==> src/rtl/vga_timing_gen.sv <==
// vga_timing_gen: raster timing for the title/game/lost screen renderers.
// Two free-running counters (hc, vc) walk the raster one pixel per ce=1 clock.
// Every output is a registered decode of the counters, loaded on the same ce=1
// clock that advances them. All outputs therefore share one clock of latency
// and describe the same pixel in every cycle.
module vga_timing_gen #(
    parameter int   H_VISIBLE = 640,
    parameter int   H_FRONT   = 16,
    parameter int   H_SYNC    = 96,
    parameter int   H_BACK    = 48,
    parameter int   V_VISIBLE = 480,
    parameter int   V_FRONT   = 10,
    parameter int   V_SYNC    = 2,
    parameter int   V_BACK    = 33,
    parameter logic SYNC_POL  = 1'b0
) (
    input  logic       vga_clk,
    input  logic       reset_n,
    input  logic       ce,
    output logic [9:0] DrawX,
    output logic [9:0] DrawY,
    output logic       blank,
    output logic       hs,
    output logic       vs,
    output logic       line_start,
    output logic       frame_start,
    output logic [7:0] frame_cnt
);

    localparam int H_TOTAL      = H_VISIBLE + H_FRONT + H_SYNC + H_BACK;
    localparam int V_TOTAL      = V_VISIBLE + V_FRONT + V_SYNC + V_BACK;
    localparam int H_SYNC_START = H_VISIBLE + H_FRONT;
    localparam int H_SYNC_END   = H_SYNC_START + H_SYNC - 1;
    localparam int V_SYNC_START = V_VISIBLE + V_FRONT;
    localparam int V_SYNC_END   = V_SYNC_START + V_SYNC - 1;

    // Coordinates are 10 bits wide, so neither raster dimension may exceed 1024.
    generate
        if (H_TOTAL > 1024) begin : g_bad_h_total
            $error("vga_timing_gen: H_TOTAL exceeds 1024");
        end
        if (V_TOTAL > 1024) begin : g_bad_v_total
            $error("vga_timing_gen: V_TOTAL exceeds 1024");
        end
    endgenerate

    localparam logic [9:0] H_LAST = 10'(H_TOTAL - 1);
    localparam logic [9:0] V_LAST = 10'(V_TOTAL - 1);

    // Raster position counters
    logic [9:0] hc_q, hc_d;
    logic [9:0] vc_q, vc_d;

    // Registered outputs
    logic [9:0] draw_x_q, draw_x_d;
    logic [9:0] draw_y_q, draw_y_d;
    logic       blank_q, blank_d;
    logic       hs_q, hs_d;
    logic       vs_q, vs_d;
    logic       line_start_q, line_start_d;
    logic       frame_start_q, frame_start_d;
    logic [7:0] frame_cnt_q, frame_cnt_d;

    // Set by the first frame start after reset; that frame does not bump frame_cnt.
    logic       started_q, started_d;

    // Decode of the current counter position
    logic h_wrap;
    logic v_wrap;
    logic h_active;
    logic v_active;
    logic h_sync_win;
    logic v_sync_win;
    logic at_line_start;
    logic at_frame_start;

    // Position decode; widened by one bit so a 1024-wide limit compares correctly.
    always_comb begin
        h_wrap         = (hc_q == H_LAST);
        v_wrap         = (vc_q == V_LAST);
        h_active       = ({1'b0, hc_q} < 11'(H_VISIBLE));
        v_active       = ({1'b0, vc_q} < 11'(V_VISIBLE));
        h_sync_win     = ({1'b0, hc_q} >= 11'(H_SYNC_START)) &&
                         ({1'b0, hc_q} <= 11'(H_SYNC_END));
        v_sync_win     = ({1'b0, vc_q} >= 11'(V_SYNC_START)) &&
                         ({1'b0, vc_q} <= 11'(V_SYNC_END));
        at_line_start  = (hc_q == 10'd0);
        at_frame_start = at_line_start && (vc_q == 10'd0);
    end

    // Counter advance: hc steps every ce clock, vc steps when hc wraps.
    always_comb begin
        hc_d = hc_q;
        vc_d = vc_q;
        if (ce) begin
            if (h_wrap) begin
                hc_d = 10'd0;
                vc_d = v_wrap ? 10'd0 : vc_q + 10'd1;
            end else begin
                hc_d = hc_q + 10'd1;
            end
        end
    end

    // Output next-state: load the decode on ce, otherwise hold; strobes clear on ce=0.
    always_comb begin
        draw_x_d      = draw_x_q;
        draw_y_d      = draw_y_q;
        blank_d       = blank_q;
        hs_d          = hs_q;
        vs_d          = vs_q;
        frame_cnt_d   = frame_cnt_q;
        started_d     = started_q;
        line_start_d  = ce && at_line_start;
        frame_start_d = ce && at_frame_start;
        if (ce) begin
            draw_x_d = hc_q;
            draw_y_d = vc_q;
            blank_d  = h_active && v_active;
            hs_d     = h_sync_win ? SYNC_POL : ~SYNC_POL;
            vs_d     = v_sync_win ? SYNC_POL : ~SYNC_POL;
            if (at_frame_start) begin
                started_d = 1'b1;
                if (started_q) begin
                    frame_cnt_d = frame_cnt_q + 8'd1;
                end
            end
        end
    end

    // State registers with asynchronous active-low reset.
    always_ff @(posedge vga_clk or negedge reset_n) begin
        if (!reset_n) begin
            hc_q          <= 10'd0;
            vc_q          <= 10'd0;
            draw_x_q      <= 10'd0;
            draw_y_q      <= 10'd0;
            blank_q       <= 1'b0;
            hs_q          <= ~SYNC_POL;
            vs_q          <= ~SYNC_POL;
            line_start_q  <= 1'b0;
            frame_start_q <= 1'b0;
            frame_cnt_q   <= 8'd0;
            started_q     <= 1'b0;
        end else begin
            hc_q          <= hc_d;
            vc_q          <= vc_d;
            draw_x_q      <= draw_x_d;
            draw_y_q      <= draw_y_d;
            blank_q       <= blank_d;
            hs_q          <= hs_d;
            vs_q          <= vs_d;
            line_start_q  <= line_start_d;
            frame_start_q <= frame_start_d;
            frame_cnt_q   <= frame_cnt_d;
            started_q     <= started_d;
        end
    end

    assign DrawX       = draw_x_q;
    assign DrawY       = draw_y_q;
    assign blank       = blank_q;
    assign hs          = hs_q;
    assign vs          = vs_q;
    assign line_start  = line_start_q;
    assign frame_start = frame_start_q;
    assign frame_cnt   = frame_cnt_q;

endmodule

==> config.mk <==
export PLATFORM = sky130hd
export DESIGN_NAME = vga_timing_gen
export DESIGN_NICKNAME = d
export VERILOG_FILES = /design/src/rtl/vga_timing_gen.sv
export SDC_FILE = /design/constraint.sdc
export NUM_CORES = 1
export LEC_CHECK = 0
export BUFFER_PORTS_ARGS = -buffer_cell sky130_fd_sc_hd__buf_2
export CAP_MARGIN = 10
export CORE_MARGIN = 4
export CORE_UTILIZATION = 56
export CTS_CLUSTER_SIZE = 24
export DETAILED_ROUTE_END_ITERATION = 10
export PLACE_DENSITY = 0.81
export SYNTH_ARGS = -nofsm -noshare
export SYNTH_HDL_FRONTEND = slang
export SYNTH_SLANG_ARGS = --single-unit
export TNS_END_PERCENT = 10
==> constraint.sdc <==
create_clock -name vga_clk -period 2.3 [get_ports vga_clk]
set_input_delay 0.575 -clock vga_clk [delete_from_list [all_inputs] [get_ports vga_clk]]
set_output_delay 0.575 -clock vga_clk [all_outputs]
set_load 0.01 [all_outputs]
==> summary.txt <==
Detailed routing
  – Vias: 1,700
  – Initial DRC Count: 94
  – Final wirelength: 4.345 mm
  – DRT antenna net count: 0
  – Vias/cell: 5.705
  – First-pass DRT Iterations: 4
  – Drc violations: 0
  – Routed length per instance: 14.58 µm

Job
  – Max-capacitance violation count: 0

Setup path
  – Critical Path RT: 2.53 ns
  – R2R Setup Slk: 0.30 ns
  – Critical path startpoint category: flip-flop
  – Crit path largest cell delay: 0.54 ns
  – Endpoint type of the worst setup path: flip-flop
  – Cell Chain, Critical Path: or3_1 -> nor4_4 -> nand4_2 -> nor2_1 -> xor2_1
  – WP data arrival: 2.23 ns
  – R2r startpoint: hc_q[6]
  – Slowest stage cell on the critical path: or3_1
  – CP delay by family, top: simple AND/OR/NAND/NOR gates
  – Worst setup path start: hc_q[6]
  – Crit path kind: flip-flop to flip-flop
  – Max Fanout on Critical Path: 7
  – Crit path buf inv count: 0

Placement
  – Post-DP HPWL: 3.030 mm
  – Gpl congestion: 0.8062
  – Port Buffers: 35
  – Post-Place Cells: 290

Global route
  – First-pass GRT wire length: 7.500 mm
  – Vias in the first global route: 1,617
  – Initial antenna violation count: 0
  – Largest net degree at the start of global routing: 55
  – GR Overflow Total: 0
  – Total GRT Usage: 17.43%

Timing
  – Endpoints failing setup: 0
  – Setup TNS: 0 ns
  – Period utilisation layout: 87.04%
  – Max_slew headroom: 55.53%
  – Worst Tran Pin Value: 0.6671 ns
  – Maximum clock frequency: 499.5 MHz
  – Hold Vio Cnt, Final: 0
  – RSZ-0062 raised after global routing: false
  – Max Slew Vio Count: 0
  – Tmin final: 2.002 ns
  – Worst Clk Skew: 0.007537 ns

Floorplan
  – Die Y: 74.38 µm
  – Initial core utilization: 59.96%
  – Core area: 0.004115 mm²
  – Die width: 74.38 µm
  – Die Area: 0.005532 mm²
  – I/O pin total: 36
  – # rows: 23

Final layout
  – Nets@finish: 255
  – Post-Layout Cell Count: 298
  – Fillers: 322
  – FF+latch area: 0.001354 mm²
  – Area of the multi-input gates: 0.001049 mm²
  – Layout area overhead: 13.24%
  – Share of cells above drive strength 1: 31.05%
  – Ant diodes: 0

Synth
  – Distinct cells, synth: 39
  – Ys Warns: 0
  – Synth Area in Compound Gates: 4.361%
  – Syn Area/Cell: 11.86 µm²
  – Dominant cell type by area after synthesis: dfrtp_1
  – Adder-Cell Fraction of Synth Area: 2.535%
  – Largest cells by area after synthesis: dfrtp_1 53%, mux2_2 8.7%, xnor2_1 3.2%
  – XOR/XNOR Fraction of Synth Area: 6.389%
  – Cell Area, Synth: 0.002467 mm²
  – Main combinational cell family by area after synthesis: simple AND/OR/NAND/NOR gates
  – Post-synthesis mux area share: 9.533%
  – Syn Inst Count: 208
  – Yosys top cell area share: 52.74%
  – Synth Area in Simple Gates: 19.68%
  – Register bit total from synthesis: 54
  – Post-Syn Nets: 216
  – Share of the yosys chip area belonging to registers: 54.87%

Clock network
  – Post-CTS sizing: 0
  – Clk Latency, worst-skew pair: 0.30 ns
  – CTS tree: yes
  – Htree depth: 2
  – CTS Buf Count: 5
  – CTS Buffer Depth: 2
  – CTS Hold Bufs: 0
  – CTS Sinks: 54
  – Post-CTS setup repair buffer count: 0
  – Clock-pin slew on the worst setup and hold paths: 0.09 ns
  – Root buffer cell: clkbuf_8

Power
  – PwrDens: 696.8 mW/mm²
  – VDD IR-drop max: 0.3962 mV
  – Pleak: 1.414 nW

Min path
  – Hold crit path type: primary input to asynchronous set/reset pin

Status
  – Status: complete, no violations
[cells by family after synthesis]
kind of cell,Yosys count
multiplexers,21
adder cells (fa/ha/maj),5
AO/OA/AOI/OAI,19
XOR/XNOR,18
AND/OR/NAND/NOR,76
buffers and inverters,15
flip-flops,54
[cells in the final DEF (no fill, tap or decap), types with 2 or more instances in the layout]
master / instances
or3_1: 2
nor4_1: 3
nand3_1: 11
clkbuf_8: 6
buf_4: 5
nor3_1: 4
nand2_1: 10
nor2_1: 14
dfrtp_1: 52
a21oi_1: 5
clkbuf_1: 2
mux2_2: 19
nand4_1: 8
and3_1: 7
inv_1: 7
xnor2_1: 9
nor3_2: 3
o21ai_0: 10
xor2_1: 9
ha_1: 5
dfstp_2: 2
nand3b_1: 3
buf_2: 35
[where the power goes]
group          internal (mW)  switching, mW  total [mW]
Clock                  0.246          0.287       0.533
Sequential              1.04         0.0945        1.13
Combinational          0.127          0.156       0.283
[Yosys cell counts]
cell type  number
nor3b_4         1
nor3_2          3
buf_6           1
or2_2           1
nor4_4          1
nand3_1        11
ha_1            5
nand4_1         8
nor3_4          1
nand4bb_1       1
dfrtp_1        52
o21ai_0        10
o41ai_1         1
mux2i_1         1
nand4_2         1
mux2_1          1
nor2_1         14
a21oi_1         5
or3b_1          1
or3_1           2
dfstp_2         2
nor4_1          3
and2_1          1
nand3b_1        3
and3_1          7
inv_1           7
or4_4           1
a22o_1          1
mux2_2         19
nand4_4         1
nand2_1        10
o31ai_1         1
xnor2_1         9
buf_2           1
clkbuf_1        6
xor2_1          9
nand4b_1        1
a21o_1          1
nor3_1          4
[worst reg2reg max path: cells and delay by family (launching register included)]
kind             cells  cell delay [ns]
AND/OR/NAND/NOR      4             1.34
XOR/XNOR             1             0.15
flip-flops           1             0.45
[metal layers]
metal | track usage, % | vias to the layer above | share of wire, %
li1 | - | 814 | -
met1 | 24.54 | 836 | 47
met2 | 27.61 | 42 | 46
met3 | 2.838 | 8 | 5.1
met4 | 5.929 | 0 | 1.6
met5 | 0 | - | 0
[final cells by class]
class	count	area share, %
repair buffers	40	7.613
inverters	7	0.9404
multi-input cells	139	37.53
flip-flops and latches	54	48.46
well taps	50	2.239
clock buffers	8	3.224
[metrics by stage]
stage               instance area, µm²  hold WS (ns)  setup slack, ns  power [mW]  utilization, %
floorplan                         2467        0.2794           0.3766       1.327               -
detailed placement                2704        0.4557           0.3096       1.433           65.70
finish                            2794        0.3826           0.2981       1.947           67.89
global placement                  2704        0.4512           0.3416       1.426           65.70
global route                      2794        0.4460           0.1552       2.041           67.89
CTS                               2794        0.4125           0.2876       1.965           67.89
[worst paths after layout]
check,cells past startpoint,to
max,5,vc_q[7]
min,2,DrawX[8]
max reg2reg,5,vc_q[7]
min reg2reg,1,frame_cnt[7]
max in group asynchronous,2,vc_q[3]
min in group vga_clk,1,frame_cnt[7]
[registers in the layout (all words and copies together), names as in the netlist]
name and cells:
DrawX 10, DrawY 10, blank 1, frame_cnt 8, frame_start 1, hc_q 10, hs 1, line_start 1
started_q 1, vc_q 10, vs 1
No activity file was read; power rests on OpenSTA's default activity.
